===== src/rtl/btn_pulse.sv =====
// btn_pulse: conditions the four play buttons.
// Each raw button is synchronised into clk and debounced by its own stable-time
// counter. A registered one-cycle press pulse is emitted on every accepted
// 0->1 change. Releases are debounced the same way but never pulse.
module btn_pulse #(
   parameter int DEBOUNCE_CYC = 1_000_000,
   parameter int CNT_W        = 20
) (
   input  logic       clk,
   input  logic       rst_n,
   input  logic [3:0] btn_raw,
   output logic       bnt1,
   output logic       bnt2,
   output logic       bnt3,
   output logic       bnt4,
   output logic [3:0] btn_level,
   output logic       any_press
);

   typedef enum logic {
      IDLE = 1'b0,
      HELD = 1'b1
   } state_t;

   // The counter reaches this value on the last cycle before a new input value
   // is accepted, so it never needs to hold DEBOUNCE_CYC itself and never wraps.
   localparam logic [CNT_W-1:0] CNT_LAST = CNT_W'(DEBOUNCE_CYC - 1);

   logic [3:0]       r_sync1;
   logic [3:0]       r_sync2;
   logic [CNT_W-1:0] r_cnt       [4];
   logic [CNT_W-1:0] w_cntNext   [4];
   state_t           r_state     [4];
   state_t           w_stateNext [4];
   logic [3:0]       r_pulse;
   logic [3:0]       w_pulseNext;
   logic [3:0]       w_level;

   // Two-flop synchroniser bringing the asynchronous buttons into clk.
   always_ff @(posedge clk or negedge rst_n) begin
      if (!rst_n) begin
         r_sync1 <= '0;
         r_sync2 <= '0;
      end else begin
         r_sync1 <= btn_raw;
         r_sync2 <= r_sync1;
      end
   end

   // State register: per-channel debounced state, stable-time counter and press pulse.
   always_ff @(posedge clk or negedge rst_n) begin
      if (!rst_n) begin
         for (int i = 0; i < 4; i++) begin
            r_state[i] <= IDLE;
            r_cnt[i]   <= '0;
         end
         r_pulse <= '0;
      end else begin
         for (int i = 0; i < 4; i++) begin
            r_state[i] <= w_stateNext[i];
            r_cnt[i]   <= w_cntNext[i];
         end
         r_pulse <= w_pulseNext;
      end
   end

   // Next-state: count while the synchronised input disagrees with the accepted
   // level, flip the state after DEBOUNCE_CYC consecutive disagreeing cycles, and
   // restart the count whenever the input agrees again. A press pulse is scheduled
   // only for an IDLE->HELD flip, so it lands in the first cycle level reads 1.
   always_comb begin
      w_pulseNext = '0;
      for (int i = 0; i < 4; i++) begin
         w_stateNext[i] = r_state[i];
         w_cntNext[i]   = '0;
         if (r_sync2[i] != w_level[i]) begin
            if (r_cnt[i] == CNT_LAST) begin
               w_stateNext[i] = (r_state[i] == IDLE) ? HELD : IDLE;
               w_cntNext[i]   = '0;
            end else begin
               w_cntNext[i]   = r_cnt[i] + CNT_W'(1);
            end
         end
         w_pulseNext[i] = (r_state[i] == IDLE) && (w_stateNext[i] == HELD);
      end
   end

   // Outputs: debounced level straight from the state, pulses straight from their registers.
   always_comb begin
      for (int i = 0; i < 4; i++) begin
         w_level[i] = (r_state[i] == HELD);
      end
      btn_level = w_level;
      bnt1      = r_pulse[0];
      bnt2      = r_pulse[1];
      bnt3      = r_pulse[2];
      bnt4      = r_pulse[3];
      any_press = |r_pulse;
   end

endmodule


===== config.mk =====
export PLATFORM = sky130hd
export DESIGN_NAME = btn_pulse
export DESIGN_NICKNAME = d
export VERILOG_FILES = /design/src/rtl/btn_pulse.sv
export SDC_FILE = /design/constraint.sdc
export NUM_CORES = 1
export LEC_CHECK = 0
export CAP_MARGIN = 25
export CORE_ASPECT_RATIO = 0.5
export CORE_MARGIN = 2
export CORE_UTILIZATION = 60
export CTS_BUF_LIST = sky130_fd_sc_hd__clkbuf_2
export CTS_CLUSTER_DIAMETER = 50
export DETAILED_ROUTE_END_ITERATION = 10
export GPL_ROUTABILITY_DRIVEN = 0
export GPL_TIMING_DRIVEN = 0
export HOLD_SLACK_MARGIN = 0.02
export PLACE_DENSITY = 0.78
export REMOVE_ABC_BUFFERS = 1
export SYNTH_ARGS = -nofsm -noshare
export SYNTH_HDL_FRONTEND = slang
export SYNTH_SLANG_ARGS = --single-unit
export TNS_END_PERCENT = 50

===== constraint.sdc =====
create_clock -name clk -period 2.4 [get_ports clk]
set_clock_uncertainty 0.05 [all_clocks]
set_input_delay 0.36 -clock clk [delete_from_list [all_inputs] [get_ports clk]]
set_output_delay 0.36 -clock clk [all_outputs]
set_load 0.02 [all_outputs]

# == Word-level counts from Yosys, hierarchy flattened ==
# Index checks and enable logic that the tools add are counted.
# W data, S select, Z words.
# totals
register_bits,96
inputBits,6
out_inout_bits,9
elab_cells,52
# op_classes
addsub,4
n_eq_ne,8
mux,20
n_bitwise,4
reduce_logical,5
# ops
op,count
$mux W20,8
$add A20 B1 Y20 const B,4
$eq A20 B20 Y1 const B,4
$mux W1,12
$logic_and A1 B1 Y1,4
$ne A1 B1 Y1,4
$not A1 Y1,4
$reduce_or A4 Y1,1

# == Longest topological paths before layout ==
# Gate-level depths: netlist of run 1.
# depth
word_depth,4
depth_mapped,6
mapped_depth_nobuf,5

# == Least setup slack after synthesis of run 1 ==
# No wires, ideal clock.
# synth_timing
path_kind,reg-to-reg
start,register r_cnt[0] (netlist bit)
end,register r_cnt[18] (netlist bit)
setup_time_ns,0.078
arrival_ns,1.896
required_ns,2.272
setup_slack_ns,0.376
path_stages_with_launch,7
path_buffers,1
period_less_slack_ns,2.024
cell_sequence,dfrtp_1 ha_1 nand3_2 or4_1 buf_2 or4_1 a21oi_1
# synth_lines
item,line,text
"start, declared",31,logic [CNT_W-1:0] r_cnt [4];
"start signal, assigned by index",61,r_cnt[i] <= w_cntNext[i];

# == Worst setup path in the final report of run 1 ==
# layout_timing
start,register r_pulse[1]
end,output any_press
# layout_between
elab_chain_len,1
# layout_rtl
item,line,text
"start, declared",35,logic [3:0] r_pulse;
"start signal, assigned",63,r_pulse <= w_pulseNext;
$reduce_or A4 Y1,98,any_press = |r_pulse;
"end, declared",17,output logic any_press
# Every way passes these cells.

==> impl_metrics.toml, run 1 <==
[outcome]
status = "complete, no violations"

[global_routing]
grt_pass1_wl_mm = 14.7
antenna_found_initial = 0
grt_max_degree = 71
grt_pass1_vias = 3110
grt_overflow = 0
grt_usage = 0.224

[floorplan]
io_pins = 15
initial_core_util = 0.623
num_rows = 22
dieHeight_um = 65.8
die_area_um2 = 8390
die_w_um = 128
core_um2 = 7350

[routing]
avgRoutedWirePerCell_um = 14.4
drtAntennaViolNets = 0
dr.pass1.iters = 4
vias = 3346
post_drt_via_cell_ratio = 5.77
drc_errors = 0
drt_iter0_drc = 301
drt-total-wl_mm = 8.36

[power]
max-vdd-ir-drop_v = 0.000280
power.density_nw_per_um2 = 505
p_comb_frac = 0.044
p_leak_nw = 1.95
p_sw_w = 0.000620
seqPwrFrac = 0.658
swShare = 0.245
clkPwrFrac = 0.298
p_int_w = 0.00191

[logic_synthesis]
synth_ff_type = "dfrtp_1"
avgSynthCellArea_um2 = 9.91
synthArstFlopShare = 1.00
synth-edff-count = 0
syn-cell-area_um2 = 4580
ys_types = 39
ys_ff_latch = 96
yosysWarnings = 0
syn-instance-count = 462
seq_area_frac_synth = 0.524

[finish]
final_area_um2 = 5020
stdcell_count = 580
nNetsFinal = 489
insertedDiodeCount = 0
synthToLayoutAreaGrowth_pct = 9.51
drive_gt1_frac = 0.0764

[timing]
finalSetupViolations = 0
fmax_mhz = 447
timing_hold_violations_final = 0
final.setup.tns_ns = 0
rsz0062_at_grt = "no"
period_share = 0.931
tightest_slew_ns = 0.760
relSlewSlack = 0.490
drv_slew = 0
min_period_ns = 2.23
timing.final.ws_setup_ns = 0.165

[placed_design]
dpl.hpwl_mm = 5.62
dp_worst_setup_slack_ns = 0.0240
port_buffers = 14
place_area_um2 = 4870
place_inst = 563

[cts]
cts_tree = "done"
h-tree-depth = 3
clockRootBuffer = "clkbuf_2"
clock_latency_ns = 0.57
cts_made_buffers = 9
post_cts_buffers = 0
clock_sinks = 96
path_clk_slew_ns = 0.26
clk_path_buf_depth = 2

[setup_path]
path_class = "flop to output pin"
path_cells = "or4_1 -> clkdlybuf4s15_1"
critical_path_required_ns = 1.99
ff2ff_setup_slack_ns = 0.17
reg2reg_from = "r_cnt[0]$_DFF_PN0_"
crit_slowest_cell = "or4_1"
critPathBufInv = 1
cp-end-kind = "output pin"
crit_family = "simple AND/OR/NAND/NOR gates"
startpoint_type = "flop"
rr_worst_depth = 5
crit_arrival_ns = 1.82
r2r_end = "r_cnt[16]$_DFF_PN0_"
critPathMaxFanout = 2
max_stage_delay_ns = 0.52

[worst_hold_path]
min_path_type = "primary input to flop"
min_from = "btn_raw[0]"
holdPathStages = 1
whs_endpoint = "r_sync1[0]$_DFF_PN0_"

[run]
maxCapViolCount = 0
-- power by group through the flow --
stage / Combinational [W] / Clock [W] / Sequential (W)
detailed placement: 0.000112 / 0 / 0.00169
floorplan: 0.0000457 / 0 / 0.00169
global placement: 0.0000963 / 0 / 0.00169
finish: 0.000113 / 0.000754 / 0.00167
CTS: 0.000114 / 0.000782 / 0.00167
global route: 0.000131 / 0.000846 / 0.00167
-- layout by cell type (no fill, tap or decap), drive strengths merged, types with 4 or more instances in the layout --
| master | synthesis | layout |
|---|---|---|
| or4b | 4 | 4 |
| inv | 16 | 16 |
| xor2 | 16 | 16 |
| o21ai | 12 | 12 |
| nand3 | 27 | 27 |
| ha | 4 | 4 |
| or3 | 7 | 7 |
| mux2 | 4 | 4 |
| clkbuf | 9 | 9 |
| nand2 | 28 | 28 |
| or4 | 9 | 9 |
| clkdlybuf4s50 | 0 | 12 |
| a21oi | 21 | 21 |
| nor4 | 17 | 17 |
| o31ai | 9 | 9 |
| and4 | 4 | 4 |
| and3 | 7 | 7 |
| nor2 | 65 | 65 |
| clkinv | 0 | 4 |
| nor3 | 19 | 19 |
| buf | 5 | 6 |
| dfrtp | 96 | 96 |
| nand4 | 18 | 18 |
| nand4b | 5 | 5 |
| xnor2 | 38 | 38 |
-- synthesized netlist by cell type (all sizes together) (12+ instances only) --
cell    n  area, um2
dfrtp  96       2400
nor2   65        244
xnor2  38        333
nand2  28        105
nand3  27        145
a21oi  21        105
nor3   19       95.1
nand4  18        113
nor4   17        106
inv    16       60.1
xor2   16        140
o21ai  12       60.1
-- routing by layer --
layer  wire length [um]  global-route usage  share of wire
met5                  0                   0              0
met4                 91              0.0673          0.011
met3                282              0.0583          0.034
met2               3710               0.339           0.44
met1               4280               0.323           0.51
-- logic make-up after synthesis --
family / synth area share
xor gates and xnor gates: 0.103
adders and majority gates: 0.0109
and+or+nand+nor: 0.264
muxes: 0.00983
DFF: 0.524
AOI/OAI and AO/OA: 0.0620
buffers and inverters: 0.0259
-- registers in the layout, summed over array words and instances (netlist names) --
register,count
btn_level,4
r_pulse,4
r_sync1,4
r_sync2,4
r_cnt,80
-- final cells by class --
class	count	area (um2)
Sequential cell	96	2400
Timing Repair Buffer	20	220
Clock buffer	9	45.0
Multi-Input combinational cell	336	2110
Tap cell	96	120
Fill cell	570	2330
Clock inverter	7	62.6
Inverter	16	60.1
-- how the worst max path moves through the flow --
stage                                to  slack, ns                  from  cells after the start
CTS                 r_cnt[43]$_DFF_PN0_    0.00002   r_cnt[42]$_DFF_PN0_                      5
floorplan           r_cnt[58]$_DFF_PN0_      -0.26   r_cnt[42]$_DFF_PN0_                      4
detailed placement  r_cnt[43]$_DFF_PN0_       0.02   r_cnt[42]$_DFF_PN0_                      5
global route        r_cnt[18]$_DFF_PN0_       0.02    r_cnt[0]$_DFF_PN0_                      5
global placement    r_cnt[59]$_DFF_PN0_      -2.58                 rst_n                      1
finish                        any_press       0.17  r_pulse[1]$_DFF_PN0_                      2
-- what timing repair did --
item	4_1_cts	5_1_grt
gates resized for setup	1	4
hold buffers	1	0
gates cloned	0	0
endpoints found under the setup margin	1	40
hold endpoints to repair	89	0
-- metrics by stage --
| step | hold WS (ns) | util | power [W] |
|---|---|---|---|
| floorplan | 0.0144 | - | 0.00173 |
| global placement | 0.281 | 0.651 | 0.00179 |
| detailed placement | 0.253 | 0.663 | 0.00181 |
| CTS | 0.0904 | 0.679 | 0.00256 |
| global route | 0.0685 | 0.682 | 0.00265 |
| finish | 0.132 | 0.682 | 0.00253 |
-- worst reg2reg max path, delay by kind of cell, from the launching register on --
kind	cells	cell delay, ns
and+or+nand+nor	3	1.27
AOI/OAI and AO/OA	1	0.15
DFF	1	0.44
adders and majority gates	1	0.26
No activity file was read; power rests on OpenSTA's default activity.
==> inputs of run 2 (changes only) <==
Settings changed: CORE_MARGIN 2 to not set.
==> run 2 against run 1 <==
  * Register-to-register slack worse by 0.02 ns
  * First-iteration DRC count is 25% lower
  * Die area is 4.6% lower
  * Worst hold slack worse by 0.020 ns
  * Sequential power hardly changed
  * Flip-flop and latch count stayed put
  * Non-clock buffer count stayed put
  * Maximum frequency is 1.7% lower
  * Critical path depth stayed put
  * Largest cell class unchanged
  * Largest power group unchanged
==> impl_metrics.toml, run 2 (same netlist as run 1, synthesis figures left out) <==
[finish]
layout_commonest_cell = "dfrtp_1"
stdcell_count = 580
largest_reg_flops = 80
drive_gt1_frac = 0.0806
final_area_um2 = 5050
nNetsFinal = 489
top_register = "r_cnt"
insertedDiodeCount = 0
layout_common_cells = "dfrtp_1 (96), nor2_1 (65), xnor2_1 (38)"
synthToLayoutAreaGrowth_pct = 10.2
fin_util = 0.687

[setup_path]
startpoint_type = "flop"
crit_cells = 2
path_class = "flop to output pin"
crit_arrival_ns = 1.86
critPathBufInv = 1
rr_worst_depth = 5
crit_family = "simple AND/OR/NAND/NOR gates"
crit_slowest_cell = "or4_1"
critPathMaxFanout = 2
max_stage_delay_ns = 0.50
critical_path_required_ns = 1.99
path_cells = "or4_1 -> dlygate4sd2_1"
cp-end-kind = "output pin"

[placed_design]
place_area_um2 = 4870
port_buffers = 14
place_inst = 563
dpl.hpwl_mm = 5.80

[floorplan]
dieHeight_um = 63.8
core_um2 = 7350
die_w_um = 126
num_rows = 22
initial_core_util = 0.623
io_pins = 15
die_area_um2 = 8010

[run]
maxCapViolCount = 0

[cts]
clockRootBuffer = "clkbuf_2"
cts_made_buffers = 9
post_cts_buffers = 0
clock_latency_ns = 0.59
clock_sinks = 96
cts_tree = "done"
path_clk_slew_ns = 0.25
h-tree-depth = 3
clk_path_buf_depth = 2

[worst_hold_path]
min_path_type = "primary input to flop"
holdPathStages = 1

[timing]
drv_slew = 0
final.setup.tns_ns = 0
min_period_ns = 2.27
tightest_slew_ns = 0.551
finalSetupViolations = 0
timing_hold_violations_final = 0
period_share = 0.948
fmax_mhz = 440
fin_hold_ws_ns = 0.112
relSlewSlack = 0.631
rsz0062_at_grt = "no"

[routing]
drt_iter0_drc = 227
drtAntennaViolNets = 0
dr.pass1.iters = 5
post_drt_via_cell_ratio = 5.83
avgRoutedWirePerCell_um = 14.5
drt-total-wl_mm = 8.43
vias = 3383
drc_errors = 0

[global_routing]
grt_max_degree = 73
grt_usage = 0.240
grt_overflow = 0
grt_pass1_wl_mm = 15.0
grt_pass1_vias = 3211
antenna_found_initial = 0

[power]
power.density_nw_per_um2 = 531
max-vdd-ir-drop_v = 0.000356
p_leak_nw = 1.97

[outcome]
status = "complete, no violations"
==> run 2: routing by layer <==
metal,track usage,vias to the layer above,routed length [um]
met5,0,-,0
met4,0.0930,0,117
met3,0.0737,16,366
met2,0.362,63,3760
met1,0.328,1627,4190
li1,-,1677,-
==> run 2: final timing paths <==
| path | from | endpoint | slack (ns) |
|---|---|---|---|
| worst max-delay path | r_pulse[1]$_DFF_PN0_ | any_press | 0.13 |
| worst min-delay path | btn_raw[1] | r_sync1[1]$_DFF_PN0_ | 0.11 |
| max in group asynchronous | rst_n | r_cnt[6]$_DFF_PN0_ | 1.52 |
| min in group asynchronous | rst_n | r_cnt[56]$_DFF_PN0_ | 0.12 |
| worst min register to register | r_sync1[2]$_DFF_PN0_ | r_sync2[2]$_DFF_PN0_ | 0.33 |
| worst max register to register | r_cnt[37]$_DFF_PN0_ | r_cnt[22]$_DFF_PN0_ | 0.15 |
==> run 2: final cells by class <==
class | instances | area [um2]
sequential | 96 | 2400
fill | 585 | 2300
multi-input combinational | 336 | 2110
timing repair buffer | 20 | 215
tap | 96 | 120
clock inverter | 7 | 93.8
inverter | 16 | 60.1
clock buffer | 9 | 45.0
==> run 2: power breakdown <==
group	internal, W	switching [W]	total [W]	leakage, nW
combinational	0.0000403	0.0000729	0.000113	0.577
sequential	0.00164	0.0000222	0.00167	1.31
clock	0.000346	0.000552	0.000898	0.0803
==> run 2: repair_timing <==
item,4_1_cts,5_1_grt
gates resized for setup,2,3
hold buffers,1,0
endpoints found under the setup margin,11,21
hold endpoints to repair,96,0
==> run 2: worst register-to-register path: stages (launching register included) <==
cell	delay (ns)
dfrtp_1	0.45
nand3_1	0.13
or4b_2	0.66
o31ai_2	0.49
buf_4	0.30
nor2_1	0.08
==> run 2: metrics by stage <==
step	setup WS (ns)	total power [W]
4_1_cts	0.0302	0.00271
2_1_floorplan	-0.258	0.00173
6_report	0.126	0.00268
3_3_place_gp	-2.58	0.00179
3_5_place_dp	-0.00259	0.00181
5_1_grt	0.0129	0.00279
==> inputs of run 3 (changes only) <==
Settings changed: PLACE_DENSITY 0.78 to 0.84.
==> run 3 against run 2 <==
  * The run now ends with design-rule violations left
  * Sequential share of layout area up 0.67 points
  * Critical path type is now flop to flop
  * Register-to-register slack about the same
  * Worst hold slack better by 0.033 ns
  * Core utilization down 0.95 points
  * Critical endpoint is now r_cnt[16]$_DFF_PN0_
  * Cell area down 1.4%
  * Die area unchanged
==> impl_metrics.toml, run 3 (same netlist as run 1, synthesis figures left out) <==
[outcome]
status = "finished with violations"
violations = "design-rule violations"

[routing]
wl_met3_um = 320
met2WireLength_mm = 4.09
top_layer_used = "met4"
drtAntennaViolNets = 0
dr.pass1.iters = 8
drt_iter0_drc = 269
vias = 3439
drc_errors = 1
avgRoutedWirePerCell_um = 14.7
drt-total-wl_mm = 8.50
wl_met1_mm = 3.98
post_drt_via_cell_ratio = 5.94

[cts]
clock_latency_ns = 0.57
path_clk_slew_ns = 0.22
clk_path_buf_depth = 2
clockRootBuffer = "clkbuf_2"
cts_tree = "done"
cts_made_buffers = 9
h-tree-depth = 3
clock_sinks = 96

[setup_path]
path_cells = "ha_1 -> nand3_2 -> or4_1 -> or3_2 -> a21oi_1"
crit_slowest_cell = "or4_1"
path_class = "flop to flop"
cp-end-kind = "flop"
rr_worst_depth = 5
max_stage_delay_ns = 0.66
critPathMaxFanout = 7
critical_path_required_ns = 2.85
startpoint_type = "flop"
crit_arrival_ns = 2.69

[floorplan]
die_area_um2 = 8010
dieHeight_um = 63.8
initial_core_util = 0.623
core_um2 = 7350
die_w_um = 126
io_pins = 15
num_rows = 22

[timing]
timing_hold_violations_final = 0
min_period_ns = 2.24
rsz0062_at_grt = "no"
fmax_mhz = 447
relSlewSlack = 0.469
finalSetupViolations = 0
period_share = 0.932
tightest_slew_ns = 0.791
drv_slew = 0

[finish]
layout_common_cells = "dfrtp_1 (96), nor2_1 (65), xnor2_1 (38)"
nNetsFinal = 489
top_register = "r_cnt"
largest_reg_flops = 80
synthToLayoutAreaGrowth_pct = 8.63
drive_gt1_frac = 0.0745
insertedDiodeCount = 0
fin_util = 0.677
layout_commonest_cell = "dfrtp_1"

[power]
power.density_nw_per_um2 = 483
total_power_w = 0.00240
p_leak_nw = 1.95
max-vdd-ir-drop_v = 0.000283

[global_routing]
grt_usage = 0.243
grt_pass1_wl_mm = 15.1
grt_pass1_vias = 3356
grt_overflow = 0
grt_max_degree = 70
antenna_found_initial = 0

[worst_hold_path]
holdPathStages = 1
min_path_type = "primary input to flop"

[placed_design]
port_buffers = 14
dpl.hpwl_mm = 5.79

[run]
maxCapViolCount = 0
run 3: cell types whose count changed in the layout (fill, tap and decap cells not counted), sizes merged:
cell and change:
clkbuf +4, bufinv -2, inv -2, clkinvlp -1
run 3: worst paths after layout:
kind                                            from                     end  slack [ns]
worst min register to register  r_sync1[2]$_DFF_PN0_    r_sync2[2]$_DFF_PN0_        0.33
max in group asynchronous                      rst_n     r_cnt[30]$_DFF_PN0_        1.48
worst min-delay path                      btn_raw[1]    r_sync1[1]$_DFF_PN0_        0.14
min in group asynchronous                      rst_n  btn_level[1]$_DFF_PN0_        0.16
worst max-delay path              r_cnt[0]$_DFF_PN0_     r_cnt[16]$_DFF_PN0_        0.16
worst max register to register    r_cnt[0]$_DFF_PN0_     r_cnt[16]$_DFF_PN0_        0.16
run 3: per-stage QoR:
step | setup WS, ns | TNS (ns) | hold WS [ns] | cells | cell area [um2]
6_report | 0.163 | 0 | 0.145 | 579 | 4980
5_1_grt | 0.0205 | 0 | 0.0920 | 579 | 4980
4_1_cts | 0.00480 | 0 | 0.114 | 579 | 4960
3_5_place_dp | 0.00345 | 0 | 0.261 | 563 | 4870
3_3_place_gp | -2.55 | -308.16 | 0.282 | 558 | 4780
2_1_floorplan | -0.258 | -12.54 | 0.0144 | 448 | 4520
run 3: cell type report:
class / count / area [um2]
sequential: 96 / 2400
tap: 96 / 120
timing repair buffer: 20 / 215
fill: 529 / 2370
inverter: 16 / 60.1
multi-input combinational: 336 / 2110
clock buffer: 13 / 65.1
clock inverter: 2 / 7.51
run 3: layer usage:
| layer | global-route usage | vias up |
|---|---|---|
| met2 | 0.393 | 58 |
| met1 | 0.321 | 1697 |
| met3 | 0.0595 | 11 |
| met5 | 0 | - |
| li1 | - | 1673 |
| met4 | 0.0930 | 0 |
run 3: power by group:
| group | switching (W) | internal, W |
|---|---|---|
| logic | 0.0000711 | 0.0000400 |
| clock network | 0.000484 | 0.000142 |
| registers | 0.0000223 | 0.00164 |
run 3: critical path, delay by kind of cell, from the launching register on:
family / cells / cell delay (ns)
fa+ha+maj: 1 / 0.25
flops: 1 / 0.44
compound gates: 1 / 0.18
simple gates: 3 / 1.26
run 3: timing repair:
item	4_1_cts	5_1_grt
cloned	0	0
buffers inserted	0	0
hold endpoints to repair	75	0
endpoints found under the setup margin	11	23
resized for setup	2	2
hold buffers	1	0
